[src/rtl/demux_stream_dispatcher.sv]
// ---------------------------------------------------------------------------
// demux_stream_dispatcher
//
// Round-robin dispatcher that owns the select of a 4-way demux. Words come in
// over a single valid/ready handshake, sit in a one-entry output register and
// are steered to consumer channels a..d in rotating order. Disabled channels
// are skipped.
//
// Optional feature, enabled by defining DEMUX_DISPATCH_REDIRECT_EN:
//   a held word that has stalled STALL_LIMIT cycles is re-steered to the next
//   enabled channel, and a one-cycle redirect pulse is raised. Without the
//   macro the held word waits indefinitely and redirect is tied low.
//
// Parameters:
//   BUS_WIDTH    data word width
//   STALL_LIMIT  stalled cycles before redirect (1..255, redirect build only)
//
// Ports:
//   clk          rising-edge clock
//   rst          synchronous active-high reset
//   in_data      source word
//   in_valid     source word valid
//   in_ready     dispatcher can accept (combinational)
//   chan_en      per-channel enable, bit 0 = a .. bit 3 = d
//   sel          registered demux select (0=a .. 3=d)
//   out_data     registered held word, feeds the demux data input
//   out_valid    one-hot valid at bit sel while a word is held
//   out_ready    per-channel consumer ready (only bit sel matters)
//   dispatch_cnt completed output transfers, wraps at 16 bits
//   redirect     one-cycle pulse when a held word is redirected
// ---------------------------------------------------------------------------
module demux_stream_dispatcher #(
  parameter int BUS_WIDTH   = 8,
  parameter int STALL_LIMIT = 15
) (
  input  logic                 clk,
  input  logic                 rst,
  input  logic [BUS_WIDTH-1:0] in_data,
  input  logic                 in_valid,
  output logic                 in_ready,
  input  logic [3:0]           chan_en,
  output logic [1:0]           sel,
  output logic [BUS_WIDTH-1:0] out_data,
  output logic [3:0]           out_valid,
  input  logic [3:0]           out_ready,
  output logic [15:0]          dispatch_cnt,
  output logic                 redirect
);

  localparam logic [0:0] ST_EMPTY = 1'b0;
  localparam logic [0:0] ST_FULL  = 1'b1;

  // Reject an out-of-range stall limit at elaboration time.
  if ((STALL_LIMIT < 1) || (STALL_LIMIT > 255)) begin : g_stall_limit_check
    $error("demux_stream_dispatcher: STALL_LIMIT must be within 1..255");
  end

  // First enabled channel searching start, start+1, ... mod 4.
  // Result is {found, index}; iterating from the farthest offset down lets
  // the nearest enabled channel win.
  function automatic logic [2:0] pick_channel(input logic [3:0] en,
                                              input logic [1:0] start);
    logic [2:0] res;
    logic [1:0] idx;
    res = 3'b000;
    for (int k = 3; k >= 0; k--) begin
      idx = start + 2'(k);
      res = en[idx] ? {1'b1, idx} : res;
    end
    return res;
  endfunction

  // Channel index to one-hot valid vector.
  function automatic logic [3:0] onehot4(input logic [1:0] idx);
    logic [3:0] res;
    case (idx)
      2'd0:    res = 4'b0001;
      2'd1:    res = 4'b0010;
      2'd2:    res = 4'b0100;
      2'd3:    res = 4'b1000;
      default: res = 4'b0000;
    endcase
    return res;
  endfunction

  logic [0:0]           state_r;
  logic [1:0]           sel_r;
  logic [BUS_WIDTH-1:0] data_r;
  logic [1:0]           ptr_r;
  logic [15:0]          cnt_r;
  logic [3:0]           valid_r;

  logic [0:0]           state_nxt_s;
  logic [1:0]           sel_nxt_s;
  logic [BUS_WIDTH-1:0] data_nxt_s;
  logic [1:0]           ptr_nxt_s;
  logic [15:0]          cnt_nxt_s;
  logic [3:0]           valid_nxt_s;

  logic [2:0]           tgt_s;
  logic                 in_ready_s;
  logic                 accept_s;
  logic                 complete_s;

`ifdef DEMUX_DISPATCH_REDIRECT_EN
  localparam logic [7:0] STALL_MAX = 8'(STALL_LIMIT);

  logic [7:0] stall_r;
  logic [7:0] stall_nxt_s;
  logic       redirect_r;
  logic       redirect_nxt_s;
  logic [2:0] alt_s;
  logic       stall_hit_s;
`endif

  // Target for a new word, always evaluated with the pre-update pointer.
  assign tgt_s      = pick_channel(chan_en, ptr_r);
  assign complete_s = (state_r == ST_FULL) && out_ready[sel_r];
  assign accept_s   = in_valid && in_ready_s;

  // Upstream ready: a target must exist and the output slot must be free or
  // draining this cycle.
  always_comb begin
    in_ready_s = 1'b0;
    if (rst) begin
      in_ready_s = 1'b0;
    end else if (!tgt_s[2]) begin
      in_ready_s = 1'b0;
    end else if (state_r == ST_EMPTY) begin
      in_ready_s = 1'b1;
    end else begin
      in_ready_s = out_ready[sel_r];
    end
  end

`ifdef DEMUX_DISPATCH_REDIRECT_EN
  // Alternative channel excludes the current one and starts just after it.
  assign alt_s       = pick_channel(chan_en & ~onehot4(sel_r), sel_r + 2'd1);
  // Fires on the stalled cycle that brings the count up to the limit, and on
  // every later stalled cycle while the count sits saturated.
  assign stall_hit_s = (({1'b0, stall_r} + 9'd1) >= {1'b0, STALL_MAX});
`endif

  // Next-state logic for the output slot, pointer and transfer counter.
  always_comb begin
    state_nxt_s = state_r;
    sel_nxt_s   = sel_r;
    data_nxt_s  = data_r;
    ptr_nxt_s   = ptr_r;
    cnt_nxt_s   = cnt_r;
`ifdef DEMUX_DISPATCH_REDIRECT_EN
    stall_nxt_s    = stall_r;
    redirect_nxt_s = 1'b0;
`endif

    if (accept_s) begin
      state_nxt_s = ST_FULL;
      sel_nxt_s   = tgt_s[1:0];
      data_nxt_s  = in_data;
      ptr_nxt_s   = tgt_s[1:0] + 2'd1;
    end else if (complete_s) begin
      state_nxt_s = ST_EMPTY;
    end else begin
      state_nxt_s = state_r;
    end

    if (complete_s) begin
      cnt_nxt_s = cnt_r + 16'd1;
    end else begin
      cnt_nxt_s = cnt_r;
    end

`ifdef DEMUX_DISPATCH_REDIRECT_EN
    // Accept while FULL implies completion, so a stall here is a true stall.
    if (accept_s || complete_s || (state_r == ST_EMPTY)) begin
      stall_nxt_s = 8'd0;
    end else if (stall_hit_s && alt_s[2]) begin
      sel_nxt_s      = alt_s[1:0];
      ptr_nxt_s      = alt_s[1:0] + 2'd1;
      stall_nxt_s    = 8'd0;
      redirect_nxt_s = 1'b1;
    end else if (stall_r < STALL_MAX) begin
      stall_nxt_s = stall_r + 8'd1;
    end else begin
      stall_nxt_s = stall_r;
    end
`endif

    if (state_nxt_s == ST_FULL) begin
      valid_nxt_s = onehot4(sel_nxt_s);
    end else begin
      valid_nxt_s = 4'b0000;
    end
  end

  // Output slot, pointer and counter registers with synchronous reset.
  always_ff @(posedge clk) begin
    if (rst) begin
      state_r <= ST_EMPTY;
      sel_r   <= 2'd0;
      data_r  <= '0;
      ptr_r   <= 2'd0;
      cnt_r   <= 16'd0;
      valid_r <= 4'b0000;
    end else begin
      state_r <= state_nxt_s;
      sel_r   <= sel_nxt_s;
      data_r  <= data_nxt_s;
      ptr_r   <= ptr_nxt_s;
      cnt_r   <= cnt_nxt_s;
      valid_r <= valid_nxt_s;
    end
  end

`ifdef DEMUX_DISPATCH_REDIRECT_EN
  // Stall counter and redirect pulse registers.
  always_ff @(posedge clk) begin
    if (rst) begin
      stall_r    <= 8'd0;
      redirect_r <= 1'b0;
    end else begin
      stall_r    <= stall_nxt_s;
      redirect_r <= redirect_nxt_s;
    end
  end

  assign redirect = redirect_r;
`else
  assign redirect = 1'b0;
`endif

  assign in_ready     = in_ready_s;
  assign sel          = sel_r;
  assign out_data     = data_r;
  assign out_valid    = valid_r;
  assign dispatch_cnt = cnt_r;

endmodule

[config.mk]
export PLATFORM = sky130hd
export DESIGN_NAME = demux_stream_dispatcher
export DESIGN_NICKNAME = d
export VERILOG_FILES = /design/src/rtl/demux_stream_dispatcher.sv
export SDC_FILE = /design/constraint.sdc
export NUM_CORES = 1
export LEC_CHECK = 0
export CAP_MARGIN = 20
export CORE_MARGIN = 5
export CORE_UTILIZATION = 48
export CTS_BUF_LIST = sky130_fd_sc_hd__clkbuf_16
export CTS_CLUSTER_SIZE = 25
export DETAILED_ROUTE_END_ITERATION = 10
export GPL_TIMING_DRIVEN = 0
export PLACE_DENSITY_LB_ADDON = 0.15
export SETUP_SLACK_MARGIN = 0.3
export SYNTH_ARGS = -nofsm -noshare
export SYNTH_HDL_FRONTEND = slang
export SYNTH_SLANG_ARGS = --single-unit
[constraint.sdc]
create_clock -name clk -period 4.3 [get_ports clk]
set_clock_uncertainty 0.2 [all_clocks]
set_input_delay 1.075 -clock clk [delete_from_list [all_inputs] [get_ports clk]]
set_output_delay 1.075 -clock clk [all_outputs]
set_load 0.02 [all_outputs]
==> flow_summary_export.csv, run 1 <==
group,metric,value,unit
critical_path,critPathCaptureType,"primary output",
timing,fmax,0.277,GHz
hold_path,min_from,"out_data[5]",
route,wl_met1,1.57,mm
cts,cts_setup_buffers,0,
cts,cts_root_buf,"clkbuf_16",
timing,final_hold_viol_count,0,
route,drtAntennaViolNets,0,
outcome,status,"finished clean",
global_routing,grt.total_usage,0.193,
place,gp_congestion,0.839,
synthesis,netlist_area,1500,um^2
synthesis,postSynth.asyncResetShare,0,
pwr,ir_worst_vdd,0.273,mV
floorplan,dieHeight,65.8,um
pwr,p_per_area,348,nW/um^2
synthesis,ys_seq_area_frac,0.442,
cells_and_area,area_growth,45.5,%
synthesis,ys.flop_type,"dfxtp_1",
cts,cts_buffer_depth,2,
floorplan,initial_core_util,0.494,
place,dp.cells,259,
floorplan,dieArea,4330,um^2
route,drt-wirelength-per-cell,14.0,um
synthesis,synth-edff-count,0,
floorplan,fp.dieW,65.8,um
global_routing,grt_overflow,0,
critical_path,crit_type,"in -> out",
synthesis,synth_nets,187,
global_routing,grt_max_degree,12,
hold_path,min_to,"out_data[5]",
critical_path,r2r_cells,6,
cells_and_area,stdcell_area,2180,um^2
cts,postCtsHoldBufs,0,
route,highest_layer,"met4",
timing,fin_crit,3.61,ns
timing,rsz0062_at_grt,"false",
critical_path,cp.required,3.02,ns
cells_and_area,nNetsFinal,242,
cts,htreeDepth,2,
route,vias,1374,
cts,clkSinkCount,33,
critical_path,worstPathMaxFanout,5,
critical_path,cpPeakStageDelay,0.49,ns
floorplan,io_pins,51,
pwr,leakagePower,0.000862,uW
timing,tns,0,ns
timing,whs,0.301,ns
route,drc_errors,0,
timing,slew_violations,0,
floorplan,core.rowCount,20,
place,port_buffers,48,
hold_path,min_path_cells,2,
critical_path,crit_path_start_kind,"input port",
critical_path,r2r_start,"sel[0]",
global_routing,antenna_found_initial,0,
cells_and_area,fin_cells,267,
route,viasPerCell,5.15,
place,post-dp-hpwl,2.64,mm
critical_path,cp.arrival,2.34,ns
critical_path,crit_family,"buffers and inverters",
critical_path,reg2reg_slack,2.28,ns
cells_and_area,layout-drive-gt1-share,0.0717,
route,wl_met2,1.84,mm
hold_path,hold_class,"reg -> reg",
synthesis,synth_cells,167,
cts,cts_tree,"yes",
critical_path,path_cells,"clkdlybuf4s50_1, nor4_1, nor3_1, dlymetal6s2s_1",
synthesis,ys_types,33,
synthesis,avgSynthCellArea,8.95,um^2
synthesis,synth_seq_cells,33,
floorplan,core_area,3030,um^2
job,maxCapViolCount,0,
synthesis,synth_warnings,0,
global_routing,grt_pass1_wl,6.35,mm
place,place_area,2030,um^2
cts,numCtsBuffers,5,
route,drtIter0Drc,64,
route,wl_met3,267,um
critical_path,crit_path_top_delay_cell,"clkdlybuf4s50_1",
route,wl,3.74,mm
cells_and_area,antenna_cells,0,
cts,clock_latency,0.28,ns
critical_path,reg2reg_to,"dispatch_cnt[15]",
route,dr.pass1.iters,4,
critical_path,path_buf_inv,2,
timing,setup_violations,0,
timing,min_period_over_period,0.840,
cts,path_clk_slew,0.05,ns
global_routing,grt_pass1_vias,1403,
-- stage by stage --
| step | total power [uW] | setup slack (ns) | util |
|---|---|---|---|
| 6_report | 757 | 0.689 | 0.719 |
| 5_1_grt | 787 | 0.595 | 0.719 |
| 4_1_cts | 764 | 0.326 | 0.718 |
| 3_5_place_dp | 417 | 0.269 | 0.671 |
| 3_3_place_gp | 414 | 0.304 | 0.671 |
| 2_1_floorplan | 376 | 1.17 | - |
-- routing by layer --
metal	vias to the layer above	global-route usage
li1	679	-
met1	638	0.210
met2	48	0.337
met3	9	0.0731
met4	0	0.0699
met5	-	0
-- flip-flops by register name, summed over array words and instances (netlist names) --
name	flops
dispatch_cnt	16
state_r	1
out_valid	4
ptr_r	2
out_data	8
sel	2
-- worst max path at each step --
stage	to	slack (ns)	from	cells past startpoint
finish	in_ready	0.69	chan_en[1]	4
global route	in_ready	0.59	out_ready[2]	6
CTS	in_ready	0.33	out_ready[2]	6
detailed placement	in_ready	0.27	out_ready[2]	6
global placement	in_ready	0.30	out_ready[2]	6
floorplan	in_ready	1.17	out_ready[2]	4
-- layout make-up --
| cell class | instances | area [um^2] |
|---|---|---|
| timing repair buffer | 48 | 483 |
| fill | 224 | 852 |
| inverter | 5 | 18.8 |
| buffer | 10 | 55.1 |
| sequential | 33 | 661 |
| tap | 44 | 55.1 |
| clock buffer | 5 | 125 |
| multi-input combinational | 119 | 761 |
| clock inverter | 3 | 17.5 |
-- synth_stat cells, drive strengths merged (3+ instances only) --
master,n,area [um^2]
buf,5,36.3
inv,5,18.8
a21oi,5,25.0
dfxtp,33,661
nand4,6,43.8
a211oi,4,30.0
mux2i,11,110
nor4,3,18.8
xor2,14,123
and2,5,31.3
nand2,10,37.5
nand3,8,40.0
nor2,31,116
clkbuf,5,18.8
-- cell usage in the layout, fill, tap and decap left out, types with 2 or more instances in the layout --
cell,n
a21oi_1,5
xor2_1,14
a221oi_1,2
nand4_1,5
xnor2_1,2
nor4_1,3
nand2_1,10
and4_1,2
nand3_1,8
clkdlybuf4s50_1,47
clkbuf_1,5
nor2_1,31
a22oi_1,2
mux2i_1,11
clkinv_2,2
and2_1,5
and3_1,2
inv_1,5
buf_4,2
clkbuf_16,5
dfxtp_1,33
a211oi_1,4
buf_2,2
-- report_power, final --
part	internal, uW	switching, uW
sequential	315	6.25
clock	212	133
combinational	45.6	45.2
-- repair_timing --
action | in CTS | in global routing
pin swaps | 0 | 0
cloned | 0 | 0
endpoints found under the setup margin | 1 | 1
gates resized for setup | 1 | 1
-- worst reg2reg max path: cells and delay by family (launching register included) --
family	cells	cell delay (ns)
multiplexers	1	0.55
flip-flops	1	0.45
buffers and inverters	1	0.14
XOR/XNOR	1	0.16
AND/OR/NAND/NOR	3	0.39
-- cells by family (layout without fill, tap and decap cells) --
| group | count (synthesis) | in the layout | synth area share |
|---|---|---|---|
| buf+inv | 15 | 71 | 0.0494 |
| other cells | 1 | 1 | 0.00251 |
| xor+xnor | 16 | 16 | 0.0937 |
| simple gates | 71 | 71 | 0.233 |
| fa+ha+maj | 1 | 1 | 0.00837 |
| compound gates | 18 | 18 | 0.0820 |
| mux | 12 | 12 | 0.0887 |
| flops | 33 | 33 | 0.442 |
No activity file was read; power rests on OpenSTA's default activity.
==> run 2: changes to the inputs <==
--- a/config.mk
+++ b/config.mk
@@ -7,7 +7,7 @@
 export LEC_CHECK = 0
 export CAP_MARGIN = 20
 export CORE_MARGIN = 5
-export CORE_UTILIZATION = 48
+export CORE_UTILIZATION = 40
 export CTS_BUF_LIST = sky130_fd_sc_hd__clkbuf_16
 export CTS_CLUSTER_SIZE = 25
 export DETAILED_ROUTE_END_ITERATION = 10
==> constraint.sdc (replaced) <==
create_clock -name clk -period 3.1 [get_ports clk]
set_clock_uncertainty 0.2 [all_clocks]
set_input_delay 0.775 -clock clk [delete_from_list [all_inputs] [get_ports clk]]
set_output_delay 0.775 -clock clk [all_outputs]
set_load 0.02 [all_outputs]
==> flow_summary_export.csv, run 2 (synthesis results as in run 1) <==
group,metric,value,unit
outcome,status,"finished clean",
global_routing,grt_max_degree,11,
cells_and_area,area_growth,55.4,%
route,vias,1430,
route,drtIter0Drc,68,
floorplan,core.rowCount,22,
timing,slew_violations,0,
hold_path,min_path_cells,2,
floorplan,fp.dieW,71.1,um
pwr,leakagePower,0.000969,uW
hold_path,hold_class,"reg -> reg",
cells_and_area,nNetsFinal,254,
global_routing,grt_pass1_wl,6.73,mm
route,viasPerCell,5.05,
pwr,p_per_area,486,nW/um^2
critical_path,r2r_cells,13,
route,drt-wirelength-per-cell,14.1,um
critical_path,crit_path_start_kind,"input port",
pwr,sw_frac_of_total,0.221,
cts,cts_tree,"yes",
critical_path,cp.required,2.12,ns
critical_path,crit_path_top_delay_cell,"dlygate4sd2_1",
cts,htreeDepth,2,
place,gp_congestion,0.886,
cts,numCtsBuffers,5,
floorplan,dieArea,5060,um^2
place,port_buffers,48,
timing,setup_violations,0,
route,wl,3.99,mm
pwr,p_int,881,uW
global_routing,grt_pass1_vias,1468,
cts,clock_latency,0.28,ns
critical_path,crit_type,"in -> out",
critical_path,critPathCaptureType,"primary output",
route,dr.pass1.iters,4,
floorplan,initial_core_util,0.412,
critical_path,path_cells,"dlygate4sd2_1, mux2i_2, nand2_1, o21ai_2, nor3_2, buf_4",
cells_and_area,layout_commonest_cell,"clkdlybuf4s50_1",
global_routing,grt_overflow,0,
pwr,power.share.sequential,0.395,
cts,path_clk_slew,0.05,ns
pwr,ir_worst_vdd,0.387,mV
pwr,comb_power_share,0.124,
timing,min_period_over_period,0.882,
job,maxCapViolCount,0,
cts,cts_buffer_depth,2,
pwr,finalPower,1130,uW
cells_and_area,fill_cells,321,
floorplan,core_area,3630,um^2
timing,tns,0,ns
route,drtAntennaViolNets,0,
cells_and_area,layout-drive-gt1-share,0.136,
route,drc_errors,0,
floorplan,dieHeight,71.1,um
cells_and_area,final_cell_mix,"clkdlybuf4s50_1 (40), dfxtp_1 (33), nor2_1 (31)",
cts,cts_root_buf,"clkbuf_16",
cts,clkSinkCount,33,
global_routing,grt.total_usage,0.167,
pwr,power.share.clock,0.481,
timing,rsz0062_at_grt,"false",
timing,fin_crit,2.74,ns
timing,fmax,0.366,GHz
place,post-dp-hpwl,2.78,mm
global_routing,antenna_found_initial,0,
critical_path,cpPeakStageDelay,0.26,ns
critical_path,cp.arrival,1.76,ns
pwr,p_sw,249,uW
timing,final_hold_viol_count,0,
critical_path,worstPathMaxFanout,3,
cells_and_area,largest_reg_flops,16,
floorplan,io_pins,51,
cells_and_area,antenna_cells,0,
[run 2: cell types whose count changed in the layout (fill, tap and decap cells not counted), moves of 2 or more]
cell	change
dlymetal6s2s_1	+3
dlygate4sd2_1	+3
buf_4	+13
clkdlybuf4s50_1	-7
mux2i_1	-2
clkinv_2	-2
mux2i_2	+2
[run 2: critical path: cells and delay by family]
family | cells | cell delay [ns]
buffers and inverters | 2 | 0.43
muxes | 1 | 0.19
AOI/OAI and AO/OA | 1 | 0.19
and+or+nand+nor | 2 | 0.18
[run 2: power by group through the flow]
stage | Combinational (uW) | Sequential [uW] | Clock (uW)
floorplan | 57.9 | 464 | 0
global route | 153 | 448 | 569
finish | 140 | 446 | 544
global placement | 122 | 453 | 0
detailed placement | 126 | 454 | 0
CTS | 134 | 446 | 553
[run 2: path summary, 6_finish.rpt]
path	startpoint	endpoint	slack (ns)
worst max-delay path	out_ready[2]	in_ready	0.36
worst min-delay path	out_data[4]	out_data[4]	0.31
worst max register to register	sel[1]	out_valid[0]	0.55
worst min register to register	out_data[4]	out_data[4]	0.31
[run 2: routing by layer]
metal,track usage,share of wire,up-vias,routed length (um)
li1,-,-,702,-
met1,0.192,0.43,674,1710
met2,0.272,0.48,48,1930
met3,0.0653,0.071,6,284
met4,0.0731,0.017,0,69
met5,0,0,-,0
[run 2: area by class of cell]
| type | instances | area (um^2) | share of cell area |
|---|---|---|---|
| plain buffers | 10 | 55.1 | 0.0237 |
| clock buffers | 5 | 125 | 0.0539 |
| clock inverters | 3 | 37.5 | 0.0162 |
| inverters | 5 | 18.8 | 0.00808 |
| multi-input cells | 119 | 792 | 0.341 |
| flip-flops and latches | 33 | 661 | 0.284 |
| well taps | 48 | 60.1 | 0.0258 |
| repair buffers | 60 | 574 | 0.247 |
[run 2: repair_timing]
item / CTS / global route
setup endpoints to repair: 1 / 3
setup buffers: 10 / 2
hold buffers: 0 / 0
resized for setup: 11 / 9
pin swaps: 4 / 3
[run 2: per-stage QoR]
step / utilization / hold slack (ns) / area (um^2) / setup WS (ns) / instances
4_1_cts: 0.626 / 0.315 / 2270 / 0.301 / 281
6_report: 0.639 / 0.309 / 2320 / 0.364 / 283
5_1_grt: 0.639 / 0.343 / 2320 / 0.305 / 283
3_3_place_gp: 0.560 / 0.278 / 2040 / -0.310 / 263
2_1_floorplan: - / 0.294 / 1500 / 0.574 / 167
3_5_place_dp: 0.560 / 0.286 / 2040 / -0.338 / 263
==> run 3: changes to the inputs <==
--- a/config.mk
+++ b/config.mk
@@ -12,7 +12,7 @@
 export CTS_CLUSTER_SIZE = 25
 export DETAILED_ROUTE_END_ITERATION = 10
 export GPL_TIMING_DRIVEN = 0
-export PLACE_DENSITY_LB_ADDON = 0.15
+export PLACE_DENSITY = 0.75
 export SETUP_SLACK_MARGIN = 0.3
 export SYNTH_ARGS = -nofsm -noshare
 export SYNTH_HDL_FRONTEND = slang
==> flow_summary_export.csv, run 3 (synthesis results as in run 1) <==
group,metric,value,unit
cells_and_area,layout-drive-gt1-share,0.112,
critical_path,crit_path_start_kind,"input port",
critical_path,crit_type,"in -> out",
place,post-dp-hpwl,2.44,mm
global_routing,grt.total_usage,0.143,
cells_and_area,final_cell_mix,"clkdlybuf4s50_1 (40), dfxtp_1 (33), nor2_1 (31)",
pwr,comb_power_share,0.128,
timing,fmax,0.365,GHz
critical_path,reg2reg_slack,0.62,ns
pwr,p_per_area,452,nW/um^2
timing,setup_violations,0,
route,drc_errors,0,
global_routing,antenna_found_initial,0,
floorplan,dieArea,5060,um^2
global_routing,grt_pass1_vias,1288,
route,viasPerCell,4.89,
pwr,ir_worst_vdd,0.281,mV
critical_path,cp.required,2.12,ns
pwr,power.share.clock,0.432,
cts,cts_tree,"yes",
pwr,p_sw,224,uW
place,gp_congestion,0.747,
floorplan,io_pins,51,
cts,cts_buffer_depth,2,
timing,rsz0062_at_grt,"true",
cts,path_clk_slew,0.05,ns
timing,min_period_over_period,0.885,
critical_path,critPathCaptureType,"primary output",
critical_path,path_buf_inv,2,
global_routing,grt_pass1_wl,5.80,mm
hold_path,min_to,"out_data[5]",
cts,clock_latency,0.27,ns
timing,whs,0.297,ns
cts,postCtsHoldBufs,0,
global_routing,grt_overflow,0,
pwr,p_int,790,uW
timing,tns,0,ns
cts,htreeDepth,2,
route,drt-wirelength-per-cell,12.1,um
critical_path,path_cells,"dlygate4sd2_1, mux2i_1, nand2_1, o21ai_2, nor3_1, buf_2",
outcome,status,"finished clean",
critical_path,reg2reg_to,"out_valid[2]",
floorplan,core_area,3630,um^2
critical_path,cp.arrival,1.77,ns
timing,slew_violations,0,
critical_path,r2r_cells,13,
floorplan,fp.dieW,71.1,um
critical_path,worstPathMaxFanout,2,
timing,setup_ws,0.357,ns
pwr,finalPower,1010,uW
timing,fin_crit,2.74,ns
critical_path,cpPeakStageDelay,0.25,ns
floorplan,core.rowCount,22,
place,pre_cts_ws,-0.384,ns
job,maxCapViolCount,0,
critical_path,crit_family,"buffers and inverters",
cts,cts_root_buf,"clkbuf_16",
critical_path,r2r_start,"sel[1]",
cells_and_area,area_growth,50.3,%
pwr,leakagePower,0.000925,uW
cells_and_area,antenna_cells,0,
cells_and_area,nNetsFinal,252,
timing,final_hold_viol_count,0,
route,dr.pass1.iters,4,
floorplan,initial_core_util,0.412,
place,port_buffers,48,
critical_path,crit_path_top_delay_cell,"dlygate4sd2_1",
hold_path,min_path_cells,2,
route,drtAntennaViolNets,0,
hold_path,hold_class,"reg -> reg",
cts,clkSinkCount,33,
cells_and_area,largest_reg_flops,16,
global_routing,grt_max_degree,11,
cts,numCtsBuffers,5,
hold_path,min_from,"out_data[5]",
route,wl,3.41,mm
route,vias,1373,
floorplan,dieHeight,71.1,um
pwr,power.share.sequential,0.440,
cells_and_area,layout_commonest_cell,"clkdlybuf4s50_1",
route,drtIter0Drc,94,
pwr,sw_frac_of_total,0.221,
run 3: per-layer routing:
metal | global-route usage | part of all wire | up-vias
met2 | 0.232 | 0.47 | 42
met4 | 0.0397 | 0.0082 | 0
met1 | 0.167 | 0.44 | 629
li1 | - | - | 698
met3 | 0.0696 | 0.089 | 4
met5 | 0 | 0 | -
run 3: stage by stage:
stage               instance area [um^2]  std cells   util
floorplan                           1500        167      -
global placement                    2040        263  0.560
detailed placement                  2040        263  0.560
CTS                                 2240        281  0.618
global route                        2250        281  0.618
finish                              2250        281  0.618
run 3: what timing repair did:
| action | CTS | global route |
|---|---|---|
| endpoints found under the setup margin | 1 | 2 |
| buffers inserted | 10 | 0 |
| pin swaps | 5 | 1 |
| resized for setup | 14 | 1 |
run 3: final cells by class:
type,count,area (um^2)
Fill cell,324,1390
Sequential cell,33,661
Clock buffer,5,125
Multi-Input combinational cell,119,771
Clock inverter,3,11.3
Buffer,10,55.1
Timing Repair Buffer,58,546
Tap cell,48,60.1
Inverter,5,18.8
run 3: power by group through the flow:
stage | clock (uW) | combinational (uW) | sequential [uW]
after floorplan | 0 | 57.9 | 464
after global placement | 0 | 123 | 453
after detailed placement | 0 | 124 | 454
after CTS | 455 | 130 | 446
after global routing | 469 | 142 | 448
final | 439 | 130 | 447
run 3: tightest hold or removal path, stage by stage (launching register included):
cell     delay (ns)
dfxtp_1        0.32
mux2i_1        0.07
nor2_1         0.07
run 3: worst max-delay path by stage:
stage	cells after the start	end	start
2_1_floorplan	4	in_ready	out_ready[2]
3_3_place_gp	6	in_ready	out_ready[2]
3_5_place_dp	6	in_ready	out_ready[2]
4_1_cts	4	in_ready	chan_en[1]
5_1_grt	6	in_ready	out_ready[2]
6_report	6	in_ready	out_ready[2]
